==> src/rtl/cr_cp0_int_seq.sv <==
`default_nettype none
// ============================================================================
// Module   : cr_cp0_int_seq
// Purpose  : CLIC interrupt-take sequencer. Arbitrates a pending CLIC request
//            against the current level, enable, debug and exception state.
//            Handshakes with the pipeline (ack) before emitting a one-cycle
//            take strobe. For hardware-vectored interrupts it then drives the
//            vector-table fetch request until done/fail.
// Ports    : forever_cpuclk/cpurst_b  - clock, async active-low reset
//            clic_cpu_int_*           - pending CLIC request (vld,id,il,hv)
//            cp0_iu_il/mie_for_int    - current mil and global enable
//            iu_yy_xx_dbgon/iu_cp0_expt_vld - debug mode / exception blockers
//            iu_intseq_ack            - pipeline drained, ok to take
//            vec_intseq_done/fail     - vector fetch completion
//            iui_oreg_inst_mret/status_oreg_intr - CLIC exit generation
//            intseq_iu_req, iu_cp0_int_vld, iu_yy_xx_int_id/il/hv,
//            intseq_vec_req, intseq_vec_err, cpu_clic_int_exit, intseq_busy
// Config   : INT_SEQ_VEC_TIMEOUT_EN - adds an 8-bit VEC watchdog that
//            forces an error exit after 255 counts without done/fail.
// Revision : 1.0 - initial release
// ============================================================================
module cr_cp0_int_seq (
   input  logic       forever_cpuclk,
   input  logic       cpurst_b,
   input  logic       clic_cpu_int_vld,
   input  logic [9:0] clic_cpu_int_id,
   input  logic [7:0] clic_cpu_int_il,
   input  logic       clic_cpu_int_hv,
   input  logic [7:0] cp0_iu_il,
   input  logic       cp0_iu_mie_for_int,
   input  logic       iu_yy_xx_dbgon,
   input  logic       iu_cp0_expt_vld,
   input  logic       iu_intseq_ack,
   input  logic       vec_intseq_done,
   input  logic       vec_intseq_fail,
   input  logic       iui_oreg_inst_mret,
   input  logic       status_oreg_intr,
   output logic       intseq_iu_req,
   output logic       iu_cp0_int_vld,
   output logic [9:0] iu_yy_xx_int_id,
   output logic [7:0] iu_yy_xx_int_il,
   output logic       iu_yy_xx_int_hv,
   output logic       intseq_vec_req,
   output logic       intseq_vec_err,
   output logic       cpu_clic_int_exit,
   output logic       intseq_busy
);

   localparam logic [1:0] IDLE = 2'd0;
   localparam logic [1:0] REQ  = 2'd1;
   localparam logic [1:0] TAKE = 2'd2;
   localparam logic [1:0] VEC  = 2'd3;

   logic [1:0] state_q,   state_d;
   logic [9:0] hold_id_q, hold_id_d;
   logic [7:0] hold_il_q, hold_il_d;
   logic       hold_hv_q, hold_hv_d;
   logic [9:0] last_id_q;
   logic [7:0] last_il_q;
   logic       last_hv_q;
   logic       vec_err_q, vec_err_d;
   logic       elig;

   // Blocking exception also appears in elig, so an exception coinciding
   // with ack automatically wins and drops the sequencer back to IDLE.
   assign elig = clic_cpu_int_vld && (clic_cpu_int_il > cp0_iu_il) &&
                 cp0_iu_mie_for_int && !iu_yy_xx_dbgon && !iu_cp0_expt_vld;

`ifdef INT_SEQ_VEC_TIMEOUT_EN
   logic [7:0] cnt_q, cnt_d;
`endif

   always_comb begin
      state_d   = state_q;
      hold_id_d = hold_id_q;
      hold_il_d = hold_il_q;
      hold_hv_d = hold_hv_q;
      vec_err_d = 1'b0;
`ifdef INT_SEQ_VEC_TIMEOUT_EN
      cnt_d     = cnt_q;
`endif
      case (state_q)
         IDLE: begin
            if (elig) begin
               state_d   = REQ;
               hold_id_d = clic_cpu_int_id;
               hold_il_d = clic_cpu_int_il;
               hold_hv_d = clic_cpu_int_hv;
            end
         end
         REQ: begin
            // Reload while eligible so a higher-level request preempts.
            if (elig) begin
               hold_id_d = clic_cpu_int_id;
               hold_il_d = clic_cpu_int_il;
               hold_hv_d = clic_cpu_int_hv;
               if (iu_intseq_ack) begin
                  state_d = TAKE;
               end
            end else begin
               state_d = IDLE;
            end
         end
         TAKE: begin
            state_d = hold_hv_q ? VEC : IDLE;
`ifdef INT_SEQ_VEC_TIMEOUT_EN
            cnt_d   = 8'd0;
`endif
         end
         VEC: begin
            // Debug mode deliberately does not abort an in-flight fetch.
            if (vec_intseq_done || vec_intseq_fail) begin
               state_d   = IDLE;
               vec_err_d = vec_intseq_fail;
`ifdef INT_SEQ_VEC_TIMEOUT_EN
            end else if (cnt_q == 8'hFF) begin
               state_d   = IDLE;
               vec_err_d = 1'b1;
            end else begin
               cnt_d     = cnt_q + 8'd1;
`endif
            end
         end
         default: state_d = IDLE;
      endcase
   end

   always_ff @(posedge forever_cpuclk or negedge cpurst_b) begin
      if (!cpurst_b) begin
         state_q   <= IDLE;
         hold_id_q <= 10'd0;
         hold_il_q <= 8'd0;
         hold_hv_q <= 1'b0;
         last_id_q <= 10'd0;
         last_il_q <= 8'd0;
         last_hv_q <= 1'b0;
         vec_err_q <= 1'b0;
      end else begin
         state_q   <= state_d;
         hold_id_q <= hold_id_d;
         hold_il_q <= hold_il_d;
         hold_hv_q <= hold_hv_d;
         vec_err_q <= vec_err_d;
         // Remember what was actually taken so the outputs stay stable
         // while the holding registers track new pending requests.
         if (state_q == TAKE) begin
            last_id_q <= hold_id_q;
            last_il_q <= hold_il_q;
            last_hv_q <= hold_hv_q;
         end
      end
   end

`ifdef INT_SEQ_VEC_TIMEOUT_EN
   always_ff @(posedge forever_cpuclk or negedge cpurst_b) begin
      if (!cpurst_b) begin
         cnt_q <= 8'd0;
      end else begin
         cnt_q <= cnt_d;
      end
   end
`endif

   assign intseq_iu_req     = (state_q == REQ);
   assign iu_cp0_int_vld    = (state_q == TAKE);
   assign intseq_vec_req    = (state_q == VEC);
   assign intseq_busy       = (state_q != IDLE);
   // Registered so the error pulse lands in the cycle after VEC exits and
   // is cleared immediately by reset.
   assign intseq_vec_err    = vec_err_q;
   assign cpu_clic_int_exit = iui_oreg_inst_mret && status_oreg_intr;
   assign iu_yy_xx_int_id   = (state_q == TAKE) ? hold_id_q : last_id_q;
   assign iu_yy_xx_int_il   = (state_q == TAKE) ? hold_il_q : last_il_q;
   assign iu_yy_xx_int_hv   = (state_q == TAKE) ? hold_hv_q : last_hv_q;

endmodule
`default_nettype wire
==> config.mk <==
export PLATFORM = sky130hd
export DESIGN_NAME = cr_cp0_int_seq
export DESIGN_NICKNAME = d
export VERILOG_FILES = /design/src/rtl/cr_cp0_int_seq.sv
export SDC_FILE = /design/constraint.sdc
export NUM_CORES = 1
export LEC_CHECK = 0
export BUFFER_PORTS_ARGS = -buffer_cell sky130_fd_sc_hd__buf_2
export CELL_PAD_IN_SITES_DETAIL_PLACEMENT = 1
export CELL_PAD_IN_SITES_GLOBAL_PLACEMENT = 1
export CORE_AREA = 8 8 103 58
export CTS_CLUSTER_SIZE = 30
export DETAILED_ROUTE_END_ITERATION = 10
export DIE_AREA = 0 0 111 66
export PLACE_DENSITY = 0.92
export SLEW_MARGIN = 5
export SYNTH_ARGS = -nofsm -noshare
export SYNTH_HDL_FRONTEND = slang
export SYNTH_SLANG_ARGS = --single-unit
==> constraint.sdc <==
create_clock -name forever_cpuclk -period 4.8 [get_ports forever_cpuclk]
set_clock_uncertainty 0.2 [all_clocks]
set_input_delay 0.96 -clock forever_cpuclk [delete_from_list [all_inputs] [get_ports forever_cpuclk]]
set_output_delay 0.96 -clock forever_cpuclk [all_outputs]
set_load 0.01 [all_outputs]
==> flow_summary.json, run 1 <==
{
  "outcome": "finished clean",
  "ys_seq_area_share_pct": 55.5,
  "cts.sinks": 41,
  "yosys_register_bits": 41,
  "ctsHoldBuffers": 0,
  "routed_wl_um": 4560,
  "crit_path_top_delay_cell": "nor2b_2",
  "critPathCaptureType": "output port",
  "synth_top_family_by_area": "multiplexers",
  "cts_setup_buffers": 0,
  "clk_path_buf_depth": 2,
  "worstMarginPinSlew_ns": 1.05,
  "synth_compound_area_share_pct": 4.60,
  "cts-root-buf": "clkbuf_8",
  "core_area_mm2": 0.00462,
  "synth_area_per_cell_um2": 14.4,
  "max_slew_margin_pct": 29.5,
  "p_leak_nw": 1.29,
  "yosys.area_share.adder_pct": 5.42,
  "min_period_ns": 3.39,
  "crit_path_start_kind": "flip-flop",
  "initial_core_util_pct": 40.0,
  "ios": 63,
  "num_vias": 1228,
  "ys_types": 25,
  "crit_required_ns": 3.64,
  "gr-usage-met2_pct": 21.6,
  "p_per_area_mw_per_mm2": 362,
  "die_x_um": 111,
  "yosysWarningCount": 0,
  "met1_usage_pct": 15.8,
  "drive_above_1_share_pct": 57.9,
  "timing.setup.tns_ns": 0,
  "setup_viol": 0,
  "fp-row-count": 18,
  "fin_crit_sh_pct": 70.7,
  "syn_area_mm2": 0.00185,
  "globalRouteTotalUtil_pct": 13.1,
  "dieArea_mm2": 0.00733,
  "num_antenna_cells": 0,
  "final_util_pct": 50.3,
  "maxCapViolCount": 0,
  "clk_latency_ns": 0.30,
  "cp.buffers_inverters": 1,
  "syn-num-nets": 174,
  "via_per_inst": 4.82,
  "synth_mux_area_share_pct": 25.8,
  "cp_top_family": "simple AND/OR/NAND/NOR gates",
  "h-tree-depth": 2,
  "ant_nets": 0,
  "final_max_slew_viol_count": 0,
  "cp.arrival_ns": 2.23,
  "layout.nets": 240,
  "synth_xor_area_share_pct": 0,
  "gr-total-overflow": 0,
  "syn2layout_area_growth_pct": 25.7,
  "rsz0062_at_grt": "false",
  "synthSimpleGateAreaFrac_pct": 4.60,
  "place.gp.congestion": 0.699,
  "power_w": 0.000842,
  "port_buffers": 62,
  "use_met3_pct": 5.62,
  "grt_max_degree": 42,
  "vdd_drop_max_mv": 0.144,
  "hold_violations": 0,
  "drc": 0,
  "hpwl_um": 3500,
  "cts_tree": "built",
  "clkTransAtPathRegs_ns": 0.08,
  "fmax_mhz": 295,
  "die_h_um": 66,
  "synthCells": 128,
  "worst_path_largest_cell_delay_ns": 0.89,
  "cts_buffers": 5,
  "grt_pass1_wl_um": 7650,
  "post_drt_wl_per_cell_um": 17.9,
  "busiest_layer": "met2",
  "holdCritPathClass": "reg -> reg",
  "grt_pass1_vias": 1451,
  "crit_fanout": 21,
  "drt-initial-drc-count": 19,
  "worstSetupPathType": "reg -> out",
  "drtPass1Iterations": 4,
  "crit_path_cell_trace": "nor2b_2 -> mux2_2 -> buf_2",
  "antenna_found_initial": 0,
  "cts_resized": 0
}
-- final timing paths --
kind	cells after the start	slack (ns)	startpoint	end
max	3	1.41	state_q[1]	iu_yy_xx_int_id[8]
max in group asynchronous	1	3.26	cpurst_b	last_il_q[5]
min	1	0.30	last_il_q[5]	last_il_q[5]
min in group asynchronous	1	0.58	cpurst_b	last_id_q[6]
min reg2reg	1	0.30	last_il_q[5]	last_il_q[5]
max reg2reg	2	2.69	state_q[1]	last_id_q[8]
-- cell families after synthesis --
kind of cell,Yosys count
DFF,41
and+or+nand+nor,16
buffers and inverters,13
muxes,39
adders and majority gates,8
AOI/OAI and AO/OA,11
-- cells in the mapped netlist --
library cell / count / share of area, %
buf_12: 1 / 1.1
nor2_1: 4 / 0.81
buf_2: 2 / 0.54
inv_1: 9 / 1.8
nand3_1: 1 / 0.27
and2_1: 2 / 0.68
nor3_1: 1 / 0.27
o21ba_1: 1 / 0.54
mux2_4: 10 / 8.1
buf_6: 1 / 0.61
and3_1: 1 / 0.34
o21ai_0: 2 / 0.54
o211ai_1: 1 / 0.41
ha_1: 8 / 5.4
mux2_2: 29 / 18
or2_2: 1 / 0.34
a41o_1: 1 / 0.54
a21oi_1: 2 / 0.54
nand2_1: 1 / 0.20
nand4_1: 2 / 0.68
dfrtp_1: 41 / 56
a2111oi_2: 1 / 0.81
a21o_1: 2 / 0.81
nor2b_1: 3 / 1.0
a22oi_1: 1 / 0.41
-- state kept, by name (all words and copies together), names as in the netlist --
name and flops:
hold_hv_q 1, hold_id_q 10, hold_il_q 8, intseq_vec_err 1, last_hv_q 1, last_id_q 10, last_il_q 8, state_q 2
-- area by class of cell --
cell class | instances | area (um2)
multi-input cells | 74 | 749
clock buffers | 6 | 82.6
well taps | 60 | 75.1
flip-flops and latches | 41 | 1030
fillers | 489 | 2290
clock inverters | 2 | 37.5
repair buffers | 63 | 318
inverters | 9 | 33.8
-- power by group --
group	internal (W)	leakage (nW)	switching [W]
sequential	0.000397	0.541	0.0000329
combinational	0.0000755	0.691	0.0000420
clock	0.000169	0.0574	0.000125
-- stage by stage --
stage | instance area, um2 | cells | hold slack, ns | worst slack (ns)
global route | 2320 | 255 | 0.321 | 1.21
global placement | 2200 | 247 | 0.276 | 1.72
finish | 2320 | 255 | 0.300 | 1.41
floorplan | 1850 | 128 | 0.275 | 1.94
CTS | 2320 | 255 | 0.304 | 1.37
detailed placement | 2200 | 247 | 0.284 | 1.61
-- layout by cell type (no fill, tap or decap), drive strengths merged --
master    Yosys  routed
a2111oi       1       1
a21o          2       2
a21oi         2       2
a22oi         1       1
a41o          1       1
and2          2       2
and3          1       1
buf           4      63
bufinv        0       1
clkbuf        0       6
clkinvlp      0       1
dfrtp        41      41
ha            8       8
inv           9       9
mux2         39      39
nand2         1       1
nand3         1       1
nand4         2       2
nor2          4       4
nor2b         3       3
nor3          1       1
o211ai        1       1
o21ai         2       2
o21ba         1       1
or2           1       1
-- metal layers --
layer | share of wire, % | up-vias
met2 | 50 | 33
met3 | 5.8 | 2
met5 | 0 | -
met4 | 0.57 | 0
met1 | 44 | 614
li1 | - | 579
(Power assumes the default switching activity.)
==> inputs of run 2 (changes only) <==
--- a/config.mk
+++ b/config.mk
@@ -8,11 +8,11 @@
 export BUFFER_PORTS_ARGS = -buffer_cell sky130_fd_sc_hd__buf_2
 export CELL_PAD_IN_SITES_DETAIL_PLACEMENT = 1
 export CELL_PAD_IN_SITES_GLOBAL_PLACEMENT = 1
-export CORE_AREA = 8 8 103 58
+export CORE_AREA = 8 8 112 63
 export CTS_CLUSTER_SIZE = 30
 export DETAILED_ROUTE_END_ITERATION = 10
-export DIE_AREA = 0 0 111 66
-export PLACE_DENSITY = 0.92
+export DIE_AREA = 0 0 120 71
+export PLACE_DENSITY = 0.83
 export SLEW_MARGIN = 5
 export SYNTH_ARGS = -nofsm -noshare
 export SYNTH_HDL_FRONTEND = slang
==> constraint.sdc (replaced) <==
create_clock -name forever_cpuclk -period 2.7 [get_ports forever_cpuclk]
set_clock_uncertainty 0.2 [all_clocks]
set_input_delay 0.54 -clock forever_cpuclk [delete_from_list [all_inputs] [get_ports forever_cpuclk]]
set_output_delay 0.54 -clock forever_cpuclk [all_outputs]
set_load 0.01 [all_outputs]
==> run 2 against run 1 <==
  * Clock power up 36%
  * Wire length down 5.9%
  * Sequential power up 76%
  * First-iteration DRC count up 74%
  * Core utilization down 8.5 points
  * Final cell count up 7.8%
  * Register-to-register slack worse by 1.6 ns
  * Count of clock-buffer cells in the layout up 1
==> flow_summary.json, run 2 (synthesized netlist as in run 1, its figures left out) <==
{
  "outcome": "finished clean",
  "setup_viol": 0,
  "hold_violations": 0,
  "antenna_found_initial": 0,
  "p_per_area_mw_per_mm2": 580,
  "cts.sinks": 41,
  "cp.arrival_ns": 1.70,
  "dieArea_mm2": 0.00852,
  "max_slew_margin_pct": 39.1,
  "h-tree-depth": 2,
  "wl_met2_um": 1880,
  "drc": 0,
  "cts_setup_buffers": 0,
  "clk_latency_ns": 0.28,
  "place.gp.congestion": 0.700,
  "worstMarginPinSlew_ns": 0.913,
  "core_area_mm2": 0.00563,
  "crit_fanout": 12,
  "cts_resized": 0,
  "crit_path_top_delay_cell": "dfrtp_1",
  "cp_top_family": "flip-flops",
  "drive_above_1_share_pct": 58.1,
  "fin_crit_sh_pct": 90.5,
  "final_max_slew_viol_count": 0,
  "die_h_um": 71,
  "final_common_cell": "buf_2",
  "dr.max_layer_used": "met4",
  "cts_buffers": 5,
  "top_regs": "hold_id_q (10), last_id_q (10)",
  "layout.nets": 244,
  "clk_path_buf_depth": 2,
  "maxCapViolCount": 0,
  "clkTransAtPathRegs_ns": 0.08,
  "min_period_ns": 2.44,
  "final_cell_mix": "buf_2 (62), dfrtp_1 (41), mux2_2 (29)",
  "drtPass1Iterations": 4,
  "hpwl_um": 3400,
  "num_vias": 1221,
  "worstSetupPathType": "reg -> out",
  "ant_nets": 0,
  "num_antenna_cells": 0,
  "grt_pass1_wl_um": 7310,
  "globalRouteTotalUtil_pct": 10.7,
  "fmax_mhz": 409,
  "met3_length_um": 301,
  "ios": 63,
  "port_buffers": 62,
  "die_x_um": 120,
  "drt-initial-drc-count": 33,
  "vdd_drop_max_mv": 0.202,
  "r2r_start": "state_q[1]",
  "syn2layout_area_growth_pct": 27.3,
  "holdCritPathClass": "in -> async",
  "cts_tree": "built",
  "routed_wl_um": 4290,
  "grt_max_degree": 42,
  "ctsHoldBuffers": 0,
  "p_leak_nw": 1.30,
  "cp.buffers_inverters": 2,
  "critPathCaptureType": "output port",
  "cts-root-buf": "clkbuf_8",
  "post_drt_wl_per_cell_um": 15.6,
  "fp-row-count": 20,
  "grt_pass1_vias": 1414,
  "setup_slack_ns": 0.257,
  "rsz0062_at_grt": "false",
  "crit_required_ns": 1.96,
  "worst_path_largest_cell_delay_ns": 0.46,
  "crit_path_cell_trace": "nor2b_2 -> buf_4 -> mux2_2 -> buf_2",
  "wl_met1_um": 2090,
  "crit_path_start": "state_q[1]",
  "initial_core_util_pct": 32.8,
  "via_per_inst": 4.44,
  "timing.setup.tns_ns": 0,
  "dpl_worst_slack_ns": 0.0322,
  "gr-total-overflow": 0,
  "crit_path_start_kind": "flip-flop"
}
## run 2: cell types whose count changed in the layout (fill, tap and decap cells not counted)
cell / before / now
buf_4: 1 / 4
buf_12: 0 / 1
bufinv_16: 1 / 0
clkbuf_1: 0 / 1
clkinvlp_4: 1 / 0
## run 2: area by class of cell
class | count | area, um2
Clock buffer | 7 | 86.3
Fill cell | 625 | 3280
Inverter | 9 | 33.8
Multi-Input combinational cell | 74 | 749
Sequential cell | 41 | 1030
Tap cell | 77 | 96.3
Timing Repair Buffer | 67 | 360
## run 2: path summary, 6_finish.rpt
path / slack, ns / cells past startpoint / to
min in group forever_cpuclk: 0.28 / 2 / hold_id_q[4]
worst min register to register: 0.30 / 1 / last_id_q[5]
worst max register to register: 1.08 / 3 / hold_id_q[5]
worst max-delay path: 0.26 / 4 / iu_yy_xx_int_il[1]
max in group asynchronous: 1.54 / 1 / hold_il_q[0]
worst min-delay path: 0.18 / 1 / state_q[1]
## run 2: where the power goes
group,total [W],leakage [nW],internal (W),switching (W)
logic,0.000209,0.716,0.000136,0.0000737
registers,0.000755,0.541,0.000706,0.0000492
clock network,0.000399,0.0443,0.000203,0.000196
## run 2: routing by layer
metal	up-vias	track usage, %
li1	585	-
met4	0	2.47
met5	-	0
met2	34	15.8
met3	4	4.85
met1	598	14.0
## run 2: through the flow
stage | hold WS (ns) | util [%] | instances | instance area, um2 | power (W)
2_1_floorplan | 0.0444 | - | 128 | 1850 | 0.000893
3_3_place_gp | 0.276 | 40.2 | 268 | 2270 | 0.000966
6_report | 0.181 | 41.8 | 275 | 2350 | 0.00136
4_1_cts | 0.215 | 41.8 | 275 | 2350 | 0.00139
3_5_place_dp | 0.288 | 40.2 | 268 | 2270 | 0.000981
5_1_grt | 0.264 | 41.8 | 275 | 2350 | 0.00145
